## config.mk

```make
export PLATFORM = sky130hd
export DESIGN_NAME = hazard_stall_ctrl_flat
export DESIGN_NICKNAME = d
export VERILOG_FILES = /design/src/rtl/hazard_stall_ctrl_if.sv /design/src/rtl/hazard_stall_ctrl.sv /design/src/flat_wrapper.sv
export SDC_FILE = /design/constraint.sdc
export NUM_CORES = 1
export LEC_CHECK = 0
export CAP_MARGIN = 40
export CORE_ASPECT_RATIO = 0.7
export CORE_MARGIN = 8
export CORE_UTILIZATION = 55
export CTS_BUF_LIST = sky130_fd_sc_hd__clkbuf_4 sky130_fd_sc_hd__clkbuf_8
export CTS_CLUSTER_SIZE = 12
export DETAILED_ROUTE_END_ITERATION = 16
export PLACE_DENSITY = 0.89
export SLEW_MARGIN = 20
export SYNTH_ARGS = -nofsm -noshare
export SYNTH_HDL_FRONTEND = slang
export SYNTH_SLANG_ARGS = --single-unit
```

## constraint.sdc

```tcl
create_clock -name clk -period 4.75 [get_ports clk]
set_clock_uncertainty 0.05 [all_clocks]
set_input_delay 0.95 -clock clk [delete_from_list [all_inputs] [get_ports clk]]
set_output_delay 0.95 -clock clk [all_outputs]
set_load 0.03 [all_outputs]
```

## src/rtl/hazard_stall_ctrl_if.sv

```systemverilog
// hazard_stall_ctrl_if: ID/EX/MEM hazard inputs and stall/flush/counter outputs of the hazard controller
// master: pipeline side (drives hazard inputs); slave: hazard_stall_ctrl (drives stall/flush/counters)
interface hazard_stall_ctrl_if #(
  parameter int ADDRESS_PORT_WIDTH = 5,
  parameter int CNT_WIDTH = 32
);
  logic [ADDRESS_PORT_WIDTH-1:0] ID_RS1, ID_RS2, ID_EX_RD, EX_MEM_RD;
  logic ID_UsesRS1, ID_UsesRS2, ID_IsBranch, BranchTaken;
  logic ID_EX_RegWrite, ID_EX_MemRead, EX_MEM_MemRead;
  logic PC_Write, IF_ID_Write, ID_EX_Bubble, IF_ID_Flush;
  logic [CNT_WIDTH-1:0] StallCycles, FlushCount;
  modport master(
    output ID_RS1, ID_RS2, ID_EX_RD, EX_MEM_RD, ID_UsesRS1, ID_UsesRS2, ID_IsBranch, BranchTaken,
           ID_EX_RegWrite, ID_EX_MemRead, EX_MEM_MemRead,
    input  PC_Write, IF_ID_Write, ID_EX_Bubble, IF_ID_Flush, StallCycles, FlushCount
  );
  modport slave(
    input  ID_RS1, ID_RS2, ID_EX_RD, EX_MEM_RD, ID_UsesRS1, ID_UsesRS2, ID_IsBranch, BranchTaken,
           ID_EX_RegWrite, ID_EX_MemRead, EX_MEM_MemRead,
    output PC_Write, IF_ID_Write, ID_EX_Bubble, IF_ID_Flush, StallCycles, FlushCount
  );
endinterface

```

## src/rtl/hazard_stall_ctrl.sv

```systemverilog
// hazard_stall_ctrl: ID-stage load-use / branch-operand stall and branch flush control with saturating perf counters
// clk, reset (sync, active-high); bus (slave): ID sources, EX/MEM producers in; PC/IF_ID/ID_EX controls and counters out
module hazard_stall_ctrl #(
  parameter int ADDRESS_PORT_WIDTH = 5,
  parameter int CNT_WIDTH = 32
) (
  input logic clk,
  input logic reset,
  hazard_stall_ctrl_if.slave bus
);
  typedef enum logic {RUN, HOLD} state_t;
  localparam logic [ADDRESS_PORT_WIDTH-1:0] X0 = '0;
  state_t state, nextState;
  logic rem, nextRem;
  logic hitEx, hitMem, loadUse, brLoadEx, brLoadMem, stall;
  logic [CNT_WIDTH-1:0] stallCycles, flushCount;
  // x0 is hardwired zero, so a producer targeting it never creates a dependency
  assign hitEx = (bus.ID_UsesRS1 && bus.ID_RS1 == bus.ID_EX_RD ||
                  bus.ID_UsesRS2 && bus.ID_RS2 == bus.ID_EX_RD) && bus.ID_EX_RD != X0;
  assign hitMem = (bus.ID_UsesRS1 && bus.ID_RS1 == bus.EX_MEM_RD ||
                   bus.ID_UsesRS2 && bus.ID_RS2 == bus.EX_MEM_RD) && bus.EX_MEM_RD != X0;
  // ALU producers in EX are forwarded into ID, so only loads stall a branch
  assign loadUse = bus.ID_EX_MemRead && hitEx;
  assign brLoadEx = bus.ID_IsBranch && loadUse;
  assign brLoadMem = bus.ID_IsBranch && bus.EX_MEM_MemRead && hitMem;
  always_comb begin
    nextState = state;
    nextRem = rem;
    stall = 1'b0;
    if (state == HOLD) begin
      stall = 1'b1;
      nextState = rem ? HOLD : RUN;
      nextRem = rem ? 1'b0 : rem;
    end else if (brLoadEx) begin
      stall = 1'b1;
      nextState = HOLD;
      nextRem = 1'b0;
    end else if (loadUse || brLoadMem) begin
      stall = 1'b1;
    end
    if (reset) begin
      stall = 1'b0;
      nextState = RUN;
      nextRem = 1'b0;
    end
  end
  // an unresolved branch cannot redirect, so a stall masks BranchTaken
  assign bus.PC_Write = !stall;
  assign bus.IF_ID_Write = !stall;
  assign bus.ID_EX_Bubble = stall;
  assign bus.IF_ID_Flush = !reset && !stall && bus.BranchTaken;
  assign bus.StallCycles = stallCycles;
  assign bus.FlushCount = flushCount;
  always_ff @(posedge clk) begin
    if (reset) begin
      state <= RUN;
      rem <= 1'b0;
      stallCycles <= '0;
      flushCount <= '0;
    end else begin
      state <= nextState;
      rem <= nextRem;
      if (stall && !(&stallCycles)) stallCycles <= stallCycles + CNT_WIDTH'(1);
      if (bus.IF_ID_Flush && !(&flushCount)) flushCount <= flushCount + CNT_WIDTH'(1);
    end
  end
endmodule

```

## src/flat_wrapper.sv

```systemverilog
// flat-port wrapper written by rule: the top's interface ports become plain ports
module hazard_stall_ctrl_flat 
#(
  parameter int ADDRESS_PORT_WIDTH = 5,
  parameter int CNT_WIDTH = 32
)
  (clk, reset, bus_ID_RS1, bus_ID_RS2, bus_ID_EX_RD, bus_EX_MEM_RD, bus_ID_UsesRS1, bus_ID_UsesRS2, bus_ID_IsBranch, bus_BranchTaken, bus_ID_EX_RegWrite, bus_ID_EX_MemRead, bus_EX_MEM_MemRead, bus_PC_Write, bus_IF_ID_Write, bus_ID_EX_Bubble, bus_IF_ID_Flush, bus_StallCycles, bus_FlushCount);
  hazard_stall_ctrl_if #(.ADDRESS_PORT_WIDTH(ADDRESS_PORT_WIDTH), .CNT_WIDTH(CNT_WIDTH)) bus_i ();
  input logic clk;
  input logic reset;
  input wire logic [$bits(bus_i.ID_RS1)-1:0] bus_ID_RS1;
  input wire logic [$bits(bus_i.ID_RS2)-1:0] bus_ID_RS2;
  input wire logic [$bits(bus_i.ID_EX_RD)-1:0] bus_ID_EX_RD;
  input wire logic [$bits(bus_i.EX_MEM_RD)-1:0] bus_EX_MEM_RD;
  input wire logic [$bits(bus_i.ID_UsesRS1)-1:0] bus_ID_UsesRS1;
  input wire logic [$bits(bus_i.ID_UsesRS2)-1:0] bus_ID_UsesRS2;
  input wire logic [$bits(bus_i.ID_IsBranch)-1:0] bus_ID_IsBranch;
  input wire logic [$bits(bus_i.BranchTaken)-1:0] bus_BranchTaken;
  input wire logic [$bits(bus_i.ID_EX_RegWrite)-1:0] bus_ID_EX_RegWrite;
  input wire logic [$bits(bus_i.ID_EX_MemRead)-1:0] bus_ID_EX_MemRead;
  input wire logic [$bits(bus_i.EX_MEM_MemRead)-1:0] bus_EX_MEM_MemRead;
  output wire logic [$bits(bus_i.PC_Write)-1:0] bus_PC_Write;
  output wire logic [$bits(bus_i.IF_ID_Write)-1:0] bus_IF_ID_Write;
  output wire logic [$bits(bus_i.ID_EX_Bubble)-1:0] bus_ID_EX_Bubble;
  output wire logic [$bits(bus_i.IF_ID_Flush)-1:0] bus_IF_ID_Flush;
  output wire logic [$bits(bus_i.StallCycles)-1:0] bus_StallCycles;
  output wire logic [$bits(bus_i.FlushCount)-1:0] bus_FlushCount;
  assign bus_i.ID_RS1 = bus_ID_RS1;
  assign bus_i.ID_RS2 = bus_ID_RS2;
  assign bus_i.ID_EX_RD = bus_ID_EX_RD;
  assign bus_i.EX_MEM_RD = bus_EX_MEM_RD;
  assign bus_i.ID_UsesRS1 = bus_ID_UsesRS1;
  assign bus_i.ID_UsesRS2 = bus_ID_UsesRS2;
  assign bus_i.ID_IsBranch = bus_ID_IsBranch;
  assign bus_i.BranchTaken = bus_BranchTaken;
  assign bus_i.ID_EX_RegWrite = bus_ID_EX_RegWrite;
  assign bus_i.ID_EX_MemRead = bus_ID_EX_MemRead;
  assign bus_i.EX_MEM_MemRead = bus_EX_MEM_MemRead;
  assign bus_PC_Write = bus_i.PC_Write;
  assign bus_IF_ID_Write = bus_i.IF_ID_Write;
  assign bus_ID_EX_Bubble = bus_i.ID_EX_Bubble;
  assign bus_IF_ID_Flush = bus_i.IF_ID_Flush;
  assign bus_StallCycles = bus_i.StallCycles;
  assign bus_FlushCount = bus_i.FlushCount;
  hazard_stall_ctrl #(.ADDRESS_PORT_WIDTH(ADDRESS_PORT_WIDTH), .CNT_WIDTH(CNT_WIDTH)) u_core (.clk(clk), .reset(reset), .bus(bus_i));
endmodule
```

==> flow_summary.yaml <==
synth:
  yosys.area_share.simple: 0.310
  synth.area.top_cells: "dfxtp_1, or4_1, o31ai_1"
  synth_edf_count: 0
  synth_cell_types: 47
  synth-compound-area-share: 0.201
  synth.avg_cell_area_um2: 8.49
  yosysMostFrequentCell: "dfxtp_1"
  yosysWarnings: 0
  synthTopCellsByCount: "dfxtp_1, a21oi_1, or4_1"
  synthCells: 450
  yosys.area.top_type: "dfxtp_1"
  yosysSeqAreaShare: 0.341
  dominantRegCellSynth: "dfxtp_1"
  synthArstFlopShare: 0
  synth_top_family_by_area: "simple AND/OR/NAND/NOR gates"
  synth_area_mm2: 0.00382
  synthXorXnorAreaFrac: 0.0458
  synth_nets: 481
  muxShareOfSynthArea: 0.0265
  ys_ff_latch: 65
  synth_fa_ha_area_frac: 0.00655
  synth_top_area_share: 0.341
layout:
  final_util: 0.736
  drive_above_1_share: 0.0819
  antenna_cells: 0
  finalNetCount: 564
  multi_input_area_mm2: 0.00227
  area_growth_pct: 29.6
  ff_latch_area_mm2: 0.00130
  fillers: 528
cts:
  cts_made_buffers: 9
  clockBufferDepth: 2
  path_clk_slew_ps: 70
  clk_latency_ps: 340
  cts_setup_buffers: 0
  holdBufCountCts: 0
  h-tree-depth: 3
  post_cts_resized: 0
  cts_root_buffer: "clkbuf_8"
  cts_tree: "yes"
  clkSinkCount: 65
setup_path:
  end_kind: "output pin"
  cp_max_fo: 3
  critPathKind: "in -> out"
  crit_path_start_kind: "primary input"
  cp.arrival_ps: 3530
  required_ps: 3750
timing:
  tns_ps: 0
  slew_violations: 0
  fmax_mhz: 221
  setup_violations: 0
  worst_slew_pin_slew_ps: 548
  max-slew-margin-rel: 0.635
  layout_min_cycle_time_ps: 4530
  finalHoldViolations: 0
  fin_crit_sh: 0.953
  rsz0062_at_grt: "no"
pwr:
  power_uw: 1120
  peakVddDrop_uv: 156
  p_leak_uw: 0.00153
  p_per_area_mw_per_mm2: 226
global_route:
  grt_pass1_vias: 3697
  grt.overflow.total: 0
  met2_usage: 0.343
  grt_start_max_net_pins: 63
  grt_pass1_wl_mm: 17.9
  gr-usage-met1: 0.279
  antenna_found_initial: 0
  gr-usage-all-layers: 0.220
  grt.busiest_layer: "met2"
  met3_usage: 0.0750
routing:
  drt_iter0_markers: 279
  wirelength_mm: 11.0
  drtPass1Iterations: 5
  drc: 0
  wl_per_cell_um: 17.4
  ant_nets: 0
  vias: 4010
  via_per_inst: 6.35
die:
  fp.dieArea_mm2: 0.00991
  initial_core_util: 0.568
  die_w_um: 116
  rows: 25
  die_h_um: 85.7
  ios: 97
  core_area_mm2: 0.00673
job:
  drv_cap: 0
place:
  io_buffers: 95
  place.detailed.hpwl_mm: 7.73
  place_congestion: 0.865
worst_hold_path:
  hold_path.class: "reg -> reg"
outcome:
  status: "finished, final reports clean"
-- sequential cells by signal, summed over array words and instances, names as in the netlist --
| register | count |
|---|---|
| u_core.bus.StallCycles | 32 |
| u_core.state | 1 |
| u_core.bus.FlushCount | 32 |
-- per-stage QoR --
stage / setup WS [ps] / cell area [um^2] / hold slack [ps] / instances
2_1_floorplan: 1110 / 3820 / 429 / 450
3_3_place_gp: 218 / 4750 / 425 / 616
3_5_place_dp: 203 / 4750 / 436 / 616
4_1_cts: 188 / 4950 / 445 / 631
5_1_grt: 60.8 / 4950 / 472 / 631
6_report: 223 / 4950 / 447 / 631
-- layout by cell type (no fill, tap or decap), drive strengths merged, types with 10 or more instances in the layout --
| cell | synthesis | final |
|---|---|---|
| a21oi | 48 | 48 |
| clkbuf | 13 | 13 |
| clkdlybuf4s50 | 0 | 94 |
| dfxtp | 65 | 65 |
| inv | 12 | 12 |
| nand2 | 22 | 22 |
| nand3 | 24 | 24 |
| nand4 | 16 | 16 |
| nor2 | 19 | 19 |
| nor4 | 12 | 12 |
| o31ai | 35 | 35 |
| or3 | 10 | 10 |
| or4 | 40 | 40 |
| xor2 | 16 | 16 |
-- per-layer routing --
layer | up-vias | wire length, um
li1 | 1927 | -
met4 | 0 | 99
met2 | 178 | 5080
met1 | 1897 | 4820
met5 | - | 0
met3 | 8 | 993
-- path summary, 6_finish.rpt --
check	startpoint	to	slack [ps]	cells past startpoint
hold reg to reg	u_core.bus.StallCycles[14]	u_core.bus.StallCycles[14]	450	2
setup / recovery	bus_ID_EX_RD[2]	bus_ID_EX_Bubble	220	8
hold / removal	u_core.bus.StallCycles[14]	u_core.bus.StallCycles[14]	450	2
setup reg to reg	u_core.bus.StallCycles[0]	u_core.bus.StallCycles[28]	2170	7
-- power breakdown --
part | total [uW] | internal (uW) | switching (uW)
Sequential | 548 | 546 | 2.12
Clock | 482 | 280 | 201
Combinational | 90.6 | 39.9 | 50.7
Total | 1120 | 866 | 254
-- logic make-up (layout without fill, tap and decap cells) --
logic type | Yosys count | after routing
DFF | 65 | 65
buffers and inverters | 45 | 132
and+or+nand+nor | 194 | 194
muxes | 9 | 9
adders and majority gates | 2 | 2
AOI/OAI and AO/OA | 115 | 115
xor gates and xnor gates | 20 | 20
-- area by class of cell --
cell class,instances,area share
Timing Repair Buffer,103,0.203
Multi-Input combinational cell,340,0.458
Clock buffer,13,0.0336
Clock inverter,2,0.00758
Inverter,14,0.0109
Sequential cell,65,0.263
Tap cell,94,0.0237
-- critical path, cell delays in order --
cell	delay, ps
clkdlybuf4s50_1	490
xor2_1	210
nor4_2	310
a32oi_1	210
o221a_4	300
or2_2	320
inv_1	60
clkdlybuf4s50_1	670
Power figures use the tool's default switching activity.
